File: config.mk
export PLATFORM = sky130hd
export DESIGN_NAME = rr_display_arbiter_flat
export DESIGN_NICKNAME = d
export VERILOG_FILES = /design/src/rtl/rr_display_arbiter_if.sv /design/src/rtl/rr_display_arbiter.sv /design/src/flat_wrapper.sv
export SDC_FILE = /design/constraint.sdc
export NUM_CORES = 1
export LEC_CHECK = 0
export BUFFER_PORTS_ARGS = -buffer_cell sky130_fd_sc_hd__buf_2
export CORE_MARGIN = 1
export CORE_UTILIZATION = 40
export DETAILED_ROUTE_END_ITERATION = 8
export GPL_TIMING_DRIVEN = 0
export PLACE_DENSITY = 0.69
export SETUP_SLACK_MARGIN = 0.05
export SLEW_MARGIN = 20
export SYNTH_ARGS = -nofsm -noshare
export SYNTH_HDL_FRONTEND = slang
export SYNTH_SLANG_ARGS = --single-unit
File: constraint.sdc
create_clock -name clk -period 4.5 [get_ports clk]
set_input_delay 0.225 -clock clk [delete_from_list [all_inputs] [get_ports clk]]
set_output_delay 0.225 -clock clk [all_outputs]
set_load 0.02 [all_outputs]
File: src/rtl/rr_display_arbiter_if.sv
// Handshake bundle between the requester/switch side and the display arbiter.
// The master drives requests; the slave (arbiter) returns the grant and display code.
interface rr_display_arbiter_if #(
    parameter int N_REQ = 8
);
    localparam int IDX_W = $clog2(N_REQ);

    logic               en;
    logic [N_REQ-1:0]   req;
    logic               done;
    logic [N_REQ-1:0]   gnt;
    logic [IDX_W-1:0]   gnt_idx;
    logic               gnt_valid;
    logic [IDX_W:0]     pos;
    logic               timeout;

    modport master (
        output en, req, done,
        input  gnt, gnt_idx, gnt_valid, pos, timeout
    );

    modport slave (
        input  en, req, done,
        output gnt, gnt_idx, gnt_valid, pos, timeout
    );
endinterface

File: src/rtl/rr_display_arbiter.sv
// Round-robin arbiter sharing the 7-segment display path between eight requesters.
// Grants are registered, held until release/drop/timeout, and always separated by a GAP cycle.
module rr_display_arbiter #(
    parameter int N_REQ    = 8,
    parameter int MAX_HOLD = 16,
    parameter int CNT_W    = 8
) (
    input  logic                 clk,
    input  logic                 rst_n,
    rr_display_arbiter_if.slave  bus
);
    localparam int               IDX_W = $clog2(N_REQ);
    localparam logic [CNT_W-1:0] LAST  = CNT_W'(MAX_HOLD - 1);

    typedef enum logic [1:0] {IDLE, GRANT, GAP} state_t;

    state_t             state, state_d;
    logic [IDX_W-1:0]   ptr, ptr_d;
    logic [CNT_W-1:0]   hold_cnt, cnt_d;
    logic [N_REQ-1:0]   gnt_q, gnt_d;
    logic [IDX_W-1:0]   idx_q, idx_d;
    logic               vld_q, vld_d;
    logic               to_q, to_d;

    logic               win_found;
    logic [IDX_W-1:0]   win_idx;
    logic [IDX_W-1:0]   cand;
    logic               expire;

    // Scan ptr+1 .. ptr+N_REQ so the last holder is considered last.
    always_comb begin
        win_found = 1'b0;
        win_idx   = '0;
        cand      = '0;
        for (int k = 1; k <= N_REQ; k++) begin
            cand = ptr + IDX_W'(k);
            if (!win_found && bus.req[cand]) begin
                win_found = 1'b1;
                win_idx   = cand;
            end
        end
    end

    assign expire = (hold_cnt == LAST);

    always_ff @(posedge clk or negedge rst_n) begin
        if (!rst_n) begin
            state    <= IDLE;
            ptr      <= '1;
            hold_cnt <= '0;
            gnt_q    <= '0;
            idx_q    <= '0;
            vld_q    <= 1'b0;
            to_q     <= 1'b0;
        end else begin
            state    <= state_d;
            ptr      <= ptr_d;
            hold_cnt <= cnt_d;
            gnt_q    <= gnt_d;
            idx_q    <= idx_d;
            vld_q    <= vld_d;
            to_q     <= to_d;
        end
    end

    always_comb begin
        state_d = state;
        ptr_d   = ptr;
        cnt_d   = hold_cnt;
        gnt_d   = gnt_q;
        idx_d   = idx_q;
        vld_d   = vld_q;
        to_d    = 1'b0;
        case (state)
            IDLE: begin
                gnt_d = '0;
                idx_d = '0;
                vld_d = 1'b0;
                if (bus.en && win_found) begin
                    gnt_d   = {{(N_REQ-1){1'b0}}, 1'b1} << win_idx;
                    idx_d   = win_idx;
                    vld_d   = 1'b1;
                    cnt_d   = '0;
                    state_d = GRANT;
                end
            end
            GRANT: begin
                if (!bus.en || bus.done || !bus.req[idx_q] || expire) begin
                    // Timeout only flags when no higher-priority release applies.
                    to_d    = bus.en && !bus.done && bus.req[idx_q] && expire;
                    ptr_d   = idx_q;
                    gnt_d   = '0;
                    idx_d   = '0;
                    vld_d   = 1'b0;
                    state_d = GAP;
                end else if (hold_cnt != '1) begin
                    cnt_d = hold_cnt + CNT_W'(1);
                end
            end
            GAP: begin
                gnt_d   = '0;
                idx_d   = '0;
                vld_d   = 1'b0;
                state_d = IDLE;
            end
            default: begin
                gnt_d   = '0;
                idx_d   = '0;
                vld_d   = 1'b0;
                state_d = IDLE;
            end
        endcase
    end

    assign bus.gnt       = gnt_q;
    assign bus.gnt_idx   = idx_q;
    assign bus.gnt_valid = vld_q;
    assign bus.timeout   = to_q;
    // Built from registered fields only, so the display code cannot glitch on req.
    assign bus.pos       = {vld_q, idx_q};
endmodule

File: src/flat_wrapper.sv
// flat-port wrapper written by rule: the top's interface ports become plain ports
module rr_display_arbiter_flat 
#(
    parameter int N_REQ    = 8,
    parameter int MAX_HOLD = 16,
    parameter int CNT_W    = 8
)
  (clk, rst_n, bus_en, bus_req, bus_done, bus_gnt, bus_gnt_idx, bus_gnt_valid, bus_pos, bus_timeout);
  rr_display_arbiter_if #(.N_REQ(N_REQ)) bus_i ();
  input  logic clk;
  input  logic rst_n;
  input wire logic [$bits(bus_i.en)-1:0] bus_en;
  input wire logic [$bits(bus_i.req)-1:0] bus_req;
  input wire logic [$bits(bus_i.done)-1:0] bus_done;
  output wire logic [$bits(bus_i.gnt)-1:0] bus_gnt;
  output wire logic [$bits(bus_i.gnt_idx)-1:0] bus_gnt_idx;
  output wire logic [$bits(bus_i.gnt_valid)-1:0] bus_gnt_valid;
  output wire logic [$bits(bus_i.pos)-1:0] bus_pos;
  output wire logic [$bits(bus_i.timeout)-1:0] bus_timeout;
  assign bus_i.en = bus_en;
  assign bus_i.req = bus_req;
  assign bus_i.done = bus_done;
  assign bus_gnt = bus_i.gnt;
  assign bus_gnt_idx = bus_i.gnt_idx;
  assign bus_gnt_valid = bus_i.gnt_valid;
  assign bus_pos = bus_i.pos;
  assign bus_timeout = bus_i.timeout;
  rr_display_arbiter #(.N_REQ(N_REQ), .MAX_HOLD(MAX_HOLD), .CNT_W(CNT_W)) u_core (.clk(clk), .rst_n(rst_n), .bus(bus_i));
endmodule
* Word-level counts from Yosys, hierarchy flattened *
Cells that the tools add are included.

word-level totals
  logic and storage cells = 113
  register bits = 26
  output and inout port bits = 17
  input port bits = 12

operators by class
  reductions and logical operators = 29
  multiplexer cells = 52
  order comparisons = 9
  eq/ne operators = 7
  shift operators = 1
  add/subtract/negate cells = 8

operators by type and width
  operator                                                    count
  2-to-1 mux 8 bit                                            5
  less-than comparator 3 x 4 -> 1 bit, second input constant  9
  case mux 8 bit (2 select lines)                             2
  2-to-1 mux 3 bit                                            10
  binary-select mux 1 bit (select 3 bit)                      9
  2-to-1 mux 1 bit                                            21
  adder 3 bit, second input constant                          4
  logical AND 1 bit                                           11
  zero test 1 bit                                             10
  adder 8 x 1 -> 8 bit, second input constant                 1
  equality test 8 x 4 -> 1 bit, second input constant         1
  != test 8 bit, second input constant                        1
  left shift 1 x 3 -> 8 bit, first input constant             1
  adder 3 x 2 -> 3 bit, second input constant                 2
  != test 2 x 1 -> 1 bit, second input constant               3
  case mux 3 bit (2 select lines)                             1
  2-to-1 mux 2 bit                                            2
  case mux 2 bit (2 select lines)                             1
  AND reduction 2 bit                                         2
  AND reduction 4 bit                                         1
  adder 3 x 1 -> 3 bit, second input constant                 1
  logical OR 1 bit                                            3
  equality test 2 x 1 -> 1 bit, second input constant         1
  zero test 2 bit                                             1
  3 further kinds                                             3

* Depth between registers and ports, before layout *
  depth in word-level cells = 28
  mapped depth = 15

* Worst setup path before layout *
Ideal clock, no wire load.

  path kind = reg-to-reg
  from = register u_core.ptr[1]
  to = register u_core.gnt_q[7] (netlist: u_core.bus.gnt[7])
  period minus slack after synthesis = 3576 ps
  arrival time = 3454 ps
  path slack = 924 ps
  stages on the path, launching flop included = 14
  cells stage by stage = dfstp_2 buf_6 buf_2 inv_1 ha_1 buf_2 buf_2 mux2i_1 nand2_1 o221ai_2 nand3_4 nor4b_4 mux2_2 a32o_1

on the way
  word-level cells in the longest chain between the ends = 28

RTL lines
  element                                                         line                                                text
  start, declared                                                 rr_display_arbiter.sv:18                            logic [IDX_W-1:0] ptr, ptr_d;
  start signal, assigned                                          rr_display_arbiter.sv:57                            ptr <= ptr_d;
  adder 3 x 1 -> 3 bit                                            rr_display_arbiter.sv:36                            cand = ptr + IDX_W'(k);
  binary-select mux 1 bit (select 3 bit)                          rr_display_arbiter.sv:37                            if (!win_found && bus.req[cand]) begin
  2-to-1 mux 1 bit (not written as such)                          rr_display_arbiter.sv:37
  2-to-1 mux 1 bit                                                rr_display_arbiter.sv:37
  zero test 1 bit                                                 rr_display_arbiter.sv:37
  logical AND 1 bit                                               rr_display_arbiter.sv:37
  2-to-1 mux 1 bit                                                rr_display_arbiter.sv:37
  zero test 1 bit                                                 rr_display_arbiter.sv:37
  (+12 left out)                                                  n/a
  logical AND 1 bit                                               rr_display_arbiter.sv:37
  2-to-1 mux 1 bit                                                rr_display_arbiter.sv:37
  zero test 1 bit                                                 rr_display_arbiter.sv:37
  logical AND 1 bit                                               rr_display_arbiter.sv:37
  2-to-1 mux 3 bit or 2-to-1 mux 1 bit (tied branches)            rr_display_arbiter.sv:37
  left shift 1 x 3 -> 8 bit or logical AND 1 bit (tied branches)  rr_display_arbiter.sv:80, rr_display_arbiter.sv:79
  2-to-1 mux 8 bit *                                              rr_display_arbiter.sv:79                            if (bus.en && win_found) begin
  case mux 8 bit (2 select lines) *                               rr_display_arbiter.sv:74                            case (state)
  end signal, assigned                                            rr_display_arbiter.sv:59                            gnt_q <= gnt_d;
  end, declared                                                   rr_display_arbiter.sv:20                            logic [N_REQ-1:0] gnt_q, gnt_d;

Every way passes the cells marked *; elsewhere a longest branch is shown, timed or not. The select of a mux whose other input is x is not followed.
A chain may end at the register's enable or synchronous reset.

* Worst setup path after layout *
  from = register u_core.ptr[1]
  to = register u_core.gnt_q[5] (netlist: u_core.bus.gnt[5])

Same word-level chain as after synthesis.

==> impl_results.md <==
* Hold WC Path Type: input port to flip-flop
* Post-Syn Area per Cell at ~10 um2
* Peak VDD IR at 0.000395 V
* Routed Antenna Nets at 0
* Dpl hpwl at 4.22 mm
* Initial antenna violation count at 0
* CORE AREA at 5570 um2
* Area Overhead vs Synth at 12.4%
* Placer Congestion at 0.882
* Least-Margin Pin Slew at 0.958 ns
* Die area at 6160 um2
* IO Count at 29
* Fillers at 524
* Global routing met2 resource utilization at between 20% and 30%
* Post-synth ARST share at 100%
* DR vias at a little under 2,000
* CTS Sinks at 26
* Fin crit share at ~93%
* DRC Markers at 0
* Fin util at a little under half
* Total wire length at 5.51 mm
* Layout Nets at 282
* Syn Inst Count at around 230
* Port buffer count at 27
* Worst Path Arrival at 4.33 ns
* Post-synth EDFFs at 0
* TritonCTS clock tree: built
* Fin cells at 338
* GR Layer Usage met1 at 26.2%
* Max-capacitance violation count at 0
* GR Overflow Total at 0
* Mapped Nets at 249
* Top FF cell, synth: dfrtp_1
* All-Layer GR Usage at 18.6%
* Most Crowded Layer GR: met2
* Fin crit period at ~4.2 ns
* Antenna Cells at 0
* Setup bufs post-CTS at 0
* Total CTS buffers at 3
* Fmax at 239 MHz
* Final setup TNS at 0 ns
* Startpoint Class: flip-flop
* Share of layout cells above drive strength 1 at 30.8%
* Setup violators final at 0
* Clk_skew at 0.00717 ns
* Crit Path Category: flip-flop to flip-flop
* # resized after CTS at 0
* DRT iter0 DRCs at 80
* Placed cell count at 333
* H-tree Lvls at 1
* Total power divided by cell area at 730 nW/um2
* Maximum fanout along the worst path at 10
* Largest net degree at the start of global routing at 27
* DR pass1 iterations at 4
* Initial Util at 42.0%
* Global-route wire length before repair at 9.09 mm
* Largest cells by area after synthesis: dfrtp_1 25%, mux4_2 13%, mux2i_1 7.7%
* Vias in the first global route at between 1,500 and 2,000
* Wire length per cell at between 15 and 20 um
* Yosys cell types at 58
* Clk slew on worst S/H paths at 0.09 ns
* Post-synth top area share at 24.6%
* Pleak at 1.09 nW
* Mapped Area at 2340 um2
* Most frequent cell after synthesis: dfrtp_1
* Top cells by count, synth: 23 x dfrtp_1, 21 x nand2_1, 18 x mux2i_1
* Die width at 78.5 um
* Crit end category: flip-flop
* Via density per instance at 5.87
* Fin. Hold Viols at 0
* Final Slew Violations at 0
* Row count at 27
* Clk_lat worst skew at 0.27 ns
* Root buffer cell: clkbuf_8
* Yosys reg bits at 26
* Status: complete, no violations
* CP required at 4.66 ns
* Slew HR at a little over a third
* Met3 Usage GRT at 3.02%
* Die height at 78.5 um
* RSZ-0062 raised after global routing: false
* CTS Buffer Depth at 2
* Register area share after synthesis at 28.0%
* Post-synth top area cell: dfrtp_1
* Hold WS at approximately 0.28 ns
* Synth warn at 0
critical path, stage by stage (launching register included):
cell and delay [ns]:
dfstp_2 0.60, buf_6 0.17, buf_2 0.25, inv_1 0.17, ha_1 0.30, buf_2 0.16, buf_2 0.29, mux2i_1 0.26
nand2_1 0.12, o221ai_2 0.45, nand3_4 0.19, o31ai_4 0.44, or3_1 0.16, buf_4 0.15, nor2_2 0.06, a32o_1 0.27
report_power, final:
| group | switching [W] | total, W | internal (W) | leakage [nW] |
|---|---|---|---|---|
| combinational | 0.000827 | 0.00141 | 0.000588 | 0.714 |
| clock | 0.0000697 | 0.000148 | 0.0000781 | 0.0288 |
| sequential | 0.0000612 | 0.000358 | 0.000297 | 0.345 |
| total | 0.000958 | 0.00192 | 0.000963 | 1.09 |
layout make-up:
cell class	count	area, um2	share of cell area, %
buffer	18	114	4.33
multi-input combinational	179	1530	58.2
sequential	26	654	24.9
inverter	11	41.3	1.57
timing repair buffer	28	145	5.52
tap	72	90.1	3.43
clock buffer	4	55.1	2.09
registers in the layout, summed over array words and instances, names as in the netlist:
signal,flops
u_core.bus.timeout,1
u_core.ptr,3
u_core.bus.gnt,8
u_core.state,2
u_core.bus.gnt_valid,1
u_core.bus.gnt_idx,3
u_core.hold_cnt,8
cells in the final DEF, fill, tap and decap left out, types with 4 or more instances in the layout:
cell	netlist	routed
mux2i_1	18	18
a211oi_1	6	6
clkbuf_8	0	4
xnor2_1	7	7
or3_1	4	4
mux2_2	6	6
buf_4	6	6
nand2b_1	5	5
nand2_1	21	21
nor2_1	13	13
dfrtp_1	23	23
buf_2	6	33
mux4_2	13	13
inv_1	10	10
nand3_1	10	10
a21oi_1	8	8
o21ai_0	10	10
stage by stage:
step                instance area, um2  total power (W)  setup WS (ns)
detailed placement                2560          0.00176          0.379
finish                            2630          0.00192          0.324
CTS                               2630          0.00192          0.348
floorplan                         2340          0.00147          0.924
global placement                  2560          0.00173          0.405
global route                      2630          0.00206         0.0569
logic make-up (layout without fill, tap and decap cells):
logic type	after synthesis	after routing	share of synthesized area, %
buf+inv	29	61	6.63
compound gates	58	58	19.9
mux	40	40	24.7
simple gates	69	69	15.8
flops	26	26	28.0
xor+xnor	9	9	3.37
fa+ha+maj	3	3	1.60
what timing repair did:
item,in CTS,in global routing
hold buffers,1,0
endpoints found under the hold margin,23,0
setup endpoints to repair,0,0
path summary, 6_finish.rpt:
check | endpoint | cells past startpoint | slack (ns) | from
hold reg to reg | u_core.bus.gnt[0]$_DFFE_PN0N_ | 2 | 0.49 | u_core.bus.gnt[0]$_DFFE_PN0N_
setup / recovery | u_core.bus.gnt[5]$_DFFE_PN0N_ | 15 | 0.32 | u_core.ptr[1]$_DFFE_PN1P_
min in group asynchronous | u_core.hold_cnt[3]$_DFFE_PN0P_ | 2 | 0.48 | rst_n
max in group asynchronous | u_core.bus.gnt[7]$_DFFE_PN0N_ | 2 | 3.63 | rst_n
setup reg to reg | u_core.bus.gnt[5]$_DFFE_PN0N_ | 15 | 0.32 | u_core.ptr[1]$_DFFE_PN1P_
hold / removal | u_core.bus.timeout$_DFF_PN0_ | 4 | 0.28 | bus_done
layer usage:
| metal | share of wire [%] | wire length, um |
|---|---|---|
| met1 | 47 | 2590 |
| met2 | 46 | 2560 |
| met3 | 5.5 | 302 |
| met4 | 1.1 | 63 |
| met5 | 0 | 0 |
Power figures use the tool's default switching activity.
